## src/rtl/seq_rotl.sv

```systemverilog
// Sequential rotate-left / logical-shift-left unit: applies one single-bit step
// per clock to a captured operand and reports the result with a one-cycle done pulse.
module seq_rotl #(
   parameter int WIDTH = 8,
   parameter int AMTW  = 3
) (
   input  logic             clk,
   input  logic             rst_n,
   input  logic             start,
   input  logic             mode,
   input  logic [WIDTH-1:0] a,
   input  logic [AMTW-1:0]  amt,
   output logic             busy,
   output logic             done,
   output logic [WIDTH-1:0] y,
   output logic [1:0]       dbg_state
);

   localparam logic [1:0] ST_IDLE  = 2'd0;
   localparam logic [1:0] ST_SHIFT = 2'd1;
   localparam logic [1:0] ST_DONE  = 2'd2;

   // Handshake: a request is taken when start=1 while the unit is in IDLE
   // (busy=0); start is ignored otherwise. done is high for exactly one cycle
   // and y holds that result until the next done.
   logic [1:0]       state_q, state_d;
   logic [WIDTH-1:0] work_q, work_d;
   logic [AMTW-1:0]  cnt_q, cnt_d;
   logic             mode_q, mode_d;
   logic [WIDTH-1:0] y_q, y_d;
   logic [WIDTH-1:0] step;

   // mode 0 wraps the MSB into the LSB, mode 1 fills the LSB with zero
   always_comb begin
      step = {work_q[WIDTH-2:0], (mode_q ? 1'b0 : work_q[WIDTH-1])};
   end

   always_comb begin
      state_d = state_q;
      work_d  = work_q;
      cnt_d   = cnt_q;
      mode_d  = mode_q;
      y_d     = y_q;
      case (state_q)
         ST_IDLE: begin
            if (start) begin
               work_d = a;
               cnt_d  = amt;
               mode_d = mode;
               if (amt != '0) begin
                  state_d = ST_SHIFT;
               end else begin
                  state_d = ST_DONE;
                  y_d     = a;
               end
            end
         end
         ST_SHIFT: begin
            work_d = step;
            cnt_d  = cnt_q - AMTW'(1);
            if (cnt_q == AMTW'(1)) begin
               state_d = ST_DONE;
               y_d     = step;
            end
         end
         ST_DONE: begin
            state_d = ST_IDLE;
         end
         default: begin
            state_d = ST_IDLE;
         end
      endcase
   end

   always_ff @(posedge clk or negedge rst_n) begin
      if (!rst_n) begin
         state_q <= ST_IDLE;
         work_q  <= '0;
         cnt_q   <= '0;
         mode_q  <= 1'b0;
         y_q     <= '0;
      end else begin
         state_q <= state_d;
         work_q  <= work_d;
         cnt_q   <= cnt_d;
         mode_q  <= mode_d;
         y_q     <= y_d;
      end
   end

   assign busy      = (state_q == ST_SHIFT) || (state_q == ST_DONE);
   assign done      = (state_q == ST_DONE);
   assign y         = y_q;
   assign dbg_state = state_q;

endmodule

```

## config.mk

```make
export PLATFORM = sky130hd
export DESIGN_NAME = seq_rotl
export DESIGN_NICKNAME = d
export VERILOG_FILES = /design/src/rtl/seq_rotl.sv
export SDC_FILE = /design/constraint.sdc
export NUM_CORES = 1
export LEC_CHECK = 0
export BUFFER_PORTS_ARGS = -buffer_cell sky130_fd_sc_hd__clkbuf_2
export CAP_MARGIN = 20
export CORE_UTILIZATION = 45
export CTS_CLUSTER_DIAMETER = 100
export DETAILED_ROUTE_END_ITERATION = 12
export PLACE_DENSITY = 0.69
export SYNTH_ARGS = -nofsm -noshare
export SYNTH_HDL_FRONTEND = slang
export SYNTH_SLANG_ARGS = --single-unit
export TNS_END_PERCENT = 30
```

## constraint.sdc

```tcl
create_clock -name clk -period 4.5 [get_ports clk]
set_input_delay 0.45 -clock clk [delete_from_list [all_inputs] [get_ports clk]]
set_output_delay 0.45 -clock clk [all_outputs]
set_load 0.005 [all_outputs]
```

== Word-level counts from Yosys, hierarchy flattened ==
Cells that the tools add are included.

* Bits in registers: 22
* Input port bits: 15
* Logic and storage cells: 33

* Equality and inequality tests: 6
* Add/sub/neg operators: 1
* Reduce and logical (&&, ||, !) cells: 8
* Mux-type cells: 13

{| class="wikitable"
|+ Operators by type and width
! kind !! number
|-
| 8-bit 2-to-1 mux || 4
|-
| 8-bit one-hot mux with 2 select lines || 2
|-
| 2-bit 2-to-1 mux || 3
|-
| 2-bit inequality test (second input constant) || 3
|-
| 3-bit one-hot mux with 2 select lines || 1
|-
| 2-bit AND reduction || 3
|-
| 2-bit one-hot mux with 2 select lines || 1
|-
| 4-bit AND reduction || 1
|-
| 3-bit by 1-bit == test with 1-bit output (second input constant) || 1
|-
| 3-bit 2-to-1 mux || 1
|-
| 3-bit nonzero test || 1
|-
| 3-bit by 1-bit subtractor with 3-bit output (second input constant) || 1
|-
| 2-bit by 1-bit == test with 1-bit output (second input constant) || 1
|-
| 2-bit == test (second input constant) || 1
|-
| 2-bit logical NOT || 1
|-
| 2-bit nonzero test || 1
|-
| 1-bit logical OR || 1
|-
| 1-bit 2-to-1 mux || 1
|}

== Depth between registers and ports, before layout ==
* Depth in word-level cells: 4
* Gate-level depth with buffers: 7
* Gate-level depth less buffers: 5

== Worst setup path before layout ==
OpenSTA, ideal clock, no wires.

* Path kind: register to register
* From: register state_q[0] (netlist: dbg_state[0])
* To: register y_q[0] (netlist: y[0])
* Buffers on the path: 0
* Setup slack: 2.584 ns
* Period minus slack after synthesis: 1.916 ns
* Stages on the path, launching flop included: 6
* Arrival: 1.791 ns
* Setup time: 0.125 ns
* Required time: 4.375 ns
* Cells stage by stage: dfrtp_1 > inv_1 > ha_1 > mux2i_2 > a211oi_4 > mux2_4

* Word-level cells in the longest chain between the ends: 3

{| class="wikitable"
|+ RTL lines
! what !! line !! source
|-
| from (decl) || 26 || <nowiki>logic [1:0] state_q, state_d;</nowiki>
|-
| from (signal assigned) || 83 || <nowiki>state_q <= state_d;</nowiki>
|-
| 2-bit by 1-bit == test with 1-bit output or 2-bit logical NOT (tied branches) || 44 || <nowiki>case (state_q)</nowiki>
|-
| 2-bit inequality test (no line) or 2-bit nonzero test (tied branches) || - ||
|-
| 4-bit AND reduction (no line) || - ||
|-
| to (signal assigned) || 87 || <nowiki>y_q <= y_d;</nowiki>
|-
| to (decl) || 30 || <nowiki>logic [WIDTH-1:0] y_q, y_d;</nowiki>
|}

Several ways; a longest one is shown, not always the timed one.
A chain may end at the register's enable or synchronous reset.

== Worst setup path after layout ==
* From: register state_q[1] (netlist: dbg_state[1])
* To: register y_q[0] (netlist: y[0])

The elaborated chain is that of the path after synthesis.

==> metrics.md <==
| Metric | Value |
|---|---|
| Status | complete, no violations |
| Antenna Diode Count | 0 |
| Largest buffer count on any clock path | 2 |
| Via/cell ratio | 5.18 |
| Number of placed I/O pins | 27 |
| Total congestion overflow | 0 |
| Worst R2R Start | dbg_state[1]$_DFFE_PN0P_ |
| Worst clock skew on the final layout | 0.0130 ns |
| Critical path fanouts, max | 11 |
| Total of endpoints with negative setup slack in the final report | 0 |
| Data required time of the worst path | 4.70 ns |
| Most common library cells after synthesis | dfrtp_1, mux2i_1, inv_1 |
| Routed wire length | 2160 um |
| Final number of max-transition violations | 0 |
| Most used flip-flop cell after synthesis | dfrtp_1 |
| Fraction of the core area covered by cells at the end of the flow | 56.0% |
| Unrepaired setup endpoints after global routing | no |
| Share of synthesized flip-flops with an asynchronous set or reset | 100% |
| Die Height | 53.2 um |
| Start point of the critical path | dbg_state[1]$_DFFE_PN0P_ |
| Worst Setup Slack post-DPL | 2.08 ns |
| RePlAce Congestion | 0.757 |
| Global-route wire length before repair | 3660 um |
| Syn_area_per_cell | 10.9 um^2 |
| Routed wire per std cell | 13.1 um |
| DRC Markers | 0 |
| Post-route cell area | 1390 um^2 |
| Largest cells by area after synthesis | dfrtp_1, mux2i_1, ha_1 |
| Highest Clock Rate | 420 MHz |
| TritonCTS Buffers | 3 |
| Largest vdd supply drop | 0.000349 V |
| Static leakage | 0.000673 uW |
| Count of port buffers added during placement | 26 |
| Post-synthesis instance area | 1180 um^2 |
| H-Tree Level Count | 1 |
| Layout Area Growth over Synthesis | 17.6% |
| Starting density of the core | 47.6% |
| Period utilization | 52.9% |
| GR Util All Layers | 18.3% |
| Post-DRT Antenna Nets | 0 |
| Overall power | 960 uW |
| Fillers | 239 |
| Clock latency of the later-clocked register in the worst-skew pair | 0.31 ns |
| PwrDens | 692 nW/um^2 |
| Net Count, Synth | 130 |
| Via count of the routed design | 854 |
| Yosys top cell by area | dfrtp_1 |
| Type of the tightest min-delay check | in -> async |
| Share of Yosys cell area claimed by the top area cell type | 46.7% |
| Post-Synthesis Cells | 108 |
| Yosys reg bits | 22 |
| Count of cells resized by post-cts repair | 0 |
| Min setup slack post-route | 2.12 ns |
| Antenna violations before repair | 0 |
| Tmin final | 2.38 ns |
| Number of global-route vias before repair | 802 |
| Sequential share of the synthesized area | 46.7% |
| CTS Root Cell | clkbuf_4 |
| Critical path arrival | 2.58 ns |
| Number of enable-type register cells in the synthesized netlist | 0 |
| Tightest Pin Transition | 0.567 ns |
| Clock slew at reported path FFs | 0.13 ns |
| Largest net degree at the start of global routing | 23 |
| TritonCTS clock tree | built |
| Worst slew margin | 62.1% |
| Placement row count | 18 |
| Post-synth cell types | 26 |
| Setup TNS | 0 ns |
| Sink Count | 22 |
| Worst setup EP type | register |
| Setup fix buffers added after clock tree synthesis | 0 |
| Core Area | 2480 um^2 |
| Max Cap Viol | 0 |
| Nets | 158 |
| Critical path type | reg -> reg |
| First-pass detailed-route iteration total | 4 |
| Hold Buf Count CTS | 0 |
| Endpoints failing hold | 0 |
| Die outline area | 2830 um^2 |
| Count of routing violations after the opening detailed-route iteration | 14 |
| DP HPWL | 1630 um |
| Horiz. Die Dim | 53.2 um |
| Dpl cell area | 1330 um^2 |
| Most frequent cell after synthesis | dfrtp_1 |
| Fraction of final layout cells sized beyond drive strength 1 | 30.4% |
| Type of element launching the critical path | register |
| YS warnings | 0 |
==> final timing paths <==
| path | endpoint | slack, ns | cells past startpoint |
|---|---|---|---|
| setup / recovery | y[0]$_DFFE_PN0P_ | 2.12 | 5 |
| hold / removal | cnt_q[2]$_DFFE_PN0P_ | 0.09 | 1 |
| setup reg to reg | y[0]$_DFFE_PN0P_ | 2.12 | 5 |
| hold reg to reg | mode_q$_DFFE_PN0P_ | 0.52 | 1 |
| max in group asynchronous | mode_q$_DFFE_PN0P_ | 4.04 | 1 |
| min in group clk | mode_q$_DFFE_PN0P_ | 0.37 | 2 |
==> final cells by class <==
type	instances	area (um^2)	area share, %
clock inverter	1	30.0	2.17
sequential	22	551	39.7
timing repair buffer	26	130	9.39
inverter	13	48.8	3.52
clock buffer	3	22.5	1.62
tap	30	37.5	2.71
multi-input combinational	70	567	40.9
==> per-stage QoR <==
stage,cells,hold WS (ns)
2_1_floorplan,108,0.154
3_3_place_gp,161,0.465
3_5_place_dp,161,0.471
4_1_cts,165,0.111
5_1_grt,165,0.124
6_report,165,0.0892
==> worst max-delay path, cell delays in order (launching register included) <==
cell,delay [ns]
dfrtp_1,0.42
inv_1,0.14
ha_1,0.54
mux2i_2,0.26
a211oi_4,0.57
mux2_4,0.34
==> registers in the layout, summed over array words and instances (netlist names) <==
signal	flops
work_q	8
cnt_q	3
dbg_state	2
mode_q	1
y	8
==> routing by layer <==
metal / wire length [um] / track usage (%)
met1: 996 / 23.8
met2: 1060 / 30.4
met3: 85 / 4.02
met4: 17 / 5.26
met5: 0 / 0
==> layout by cell type (no fill, tap or decap), types with 2 or more instances in the layout <==
| cell type | count |
|---|---|
| a31oi_1 | 2 |
| mux2_2 | 4 |
| nand2_1 | 3 |
| ha_1 | 7 |
| clkbuf_4 | 3 |
| mux2_4 | 2 |
| mux2i_1 | 14 |
| nor2_1 | 10 |
| nor3_1 | 2 |
| dfrtp_1 | 22 |
| inv_1 | 13 |
| o2111ai_1 | 2 |
| clkbuf_2 | 26 |
| o21ai_0 | 4 |
| nor2b_1 | 2 |
| a21oi_1 | 8 |
==> where the power goes <==
group	total, uW	internal, uW	switching, uW
Combinational	451	218	233
Sequential	356	297	59.6
Clock	152	90.1	62.0
Total	960	605	355
==> kinds of logic (layout without fill, tap and decap cells) <==
group / Yosys count / count (layout) / share of synthesized area, %
AOI/OAI and AO/OA: 20 / 20 / 12.2
DFF: 22 / 22 / 46.7
adders and majority gates: 7 / 7 / 7.43
and+or+nand+nor: 22 / 22 / 9.02
buffers and inverters: 16 / 43 / 5.20
muxes: 21 / 21 / 19.4
Power figures use the tool's default switching activity.
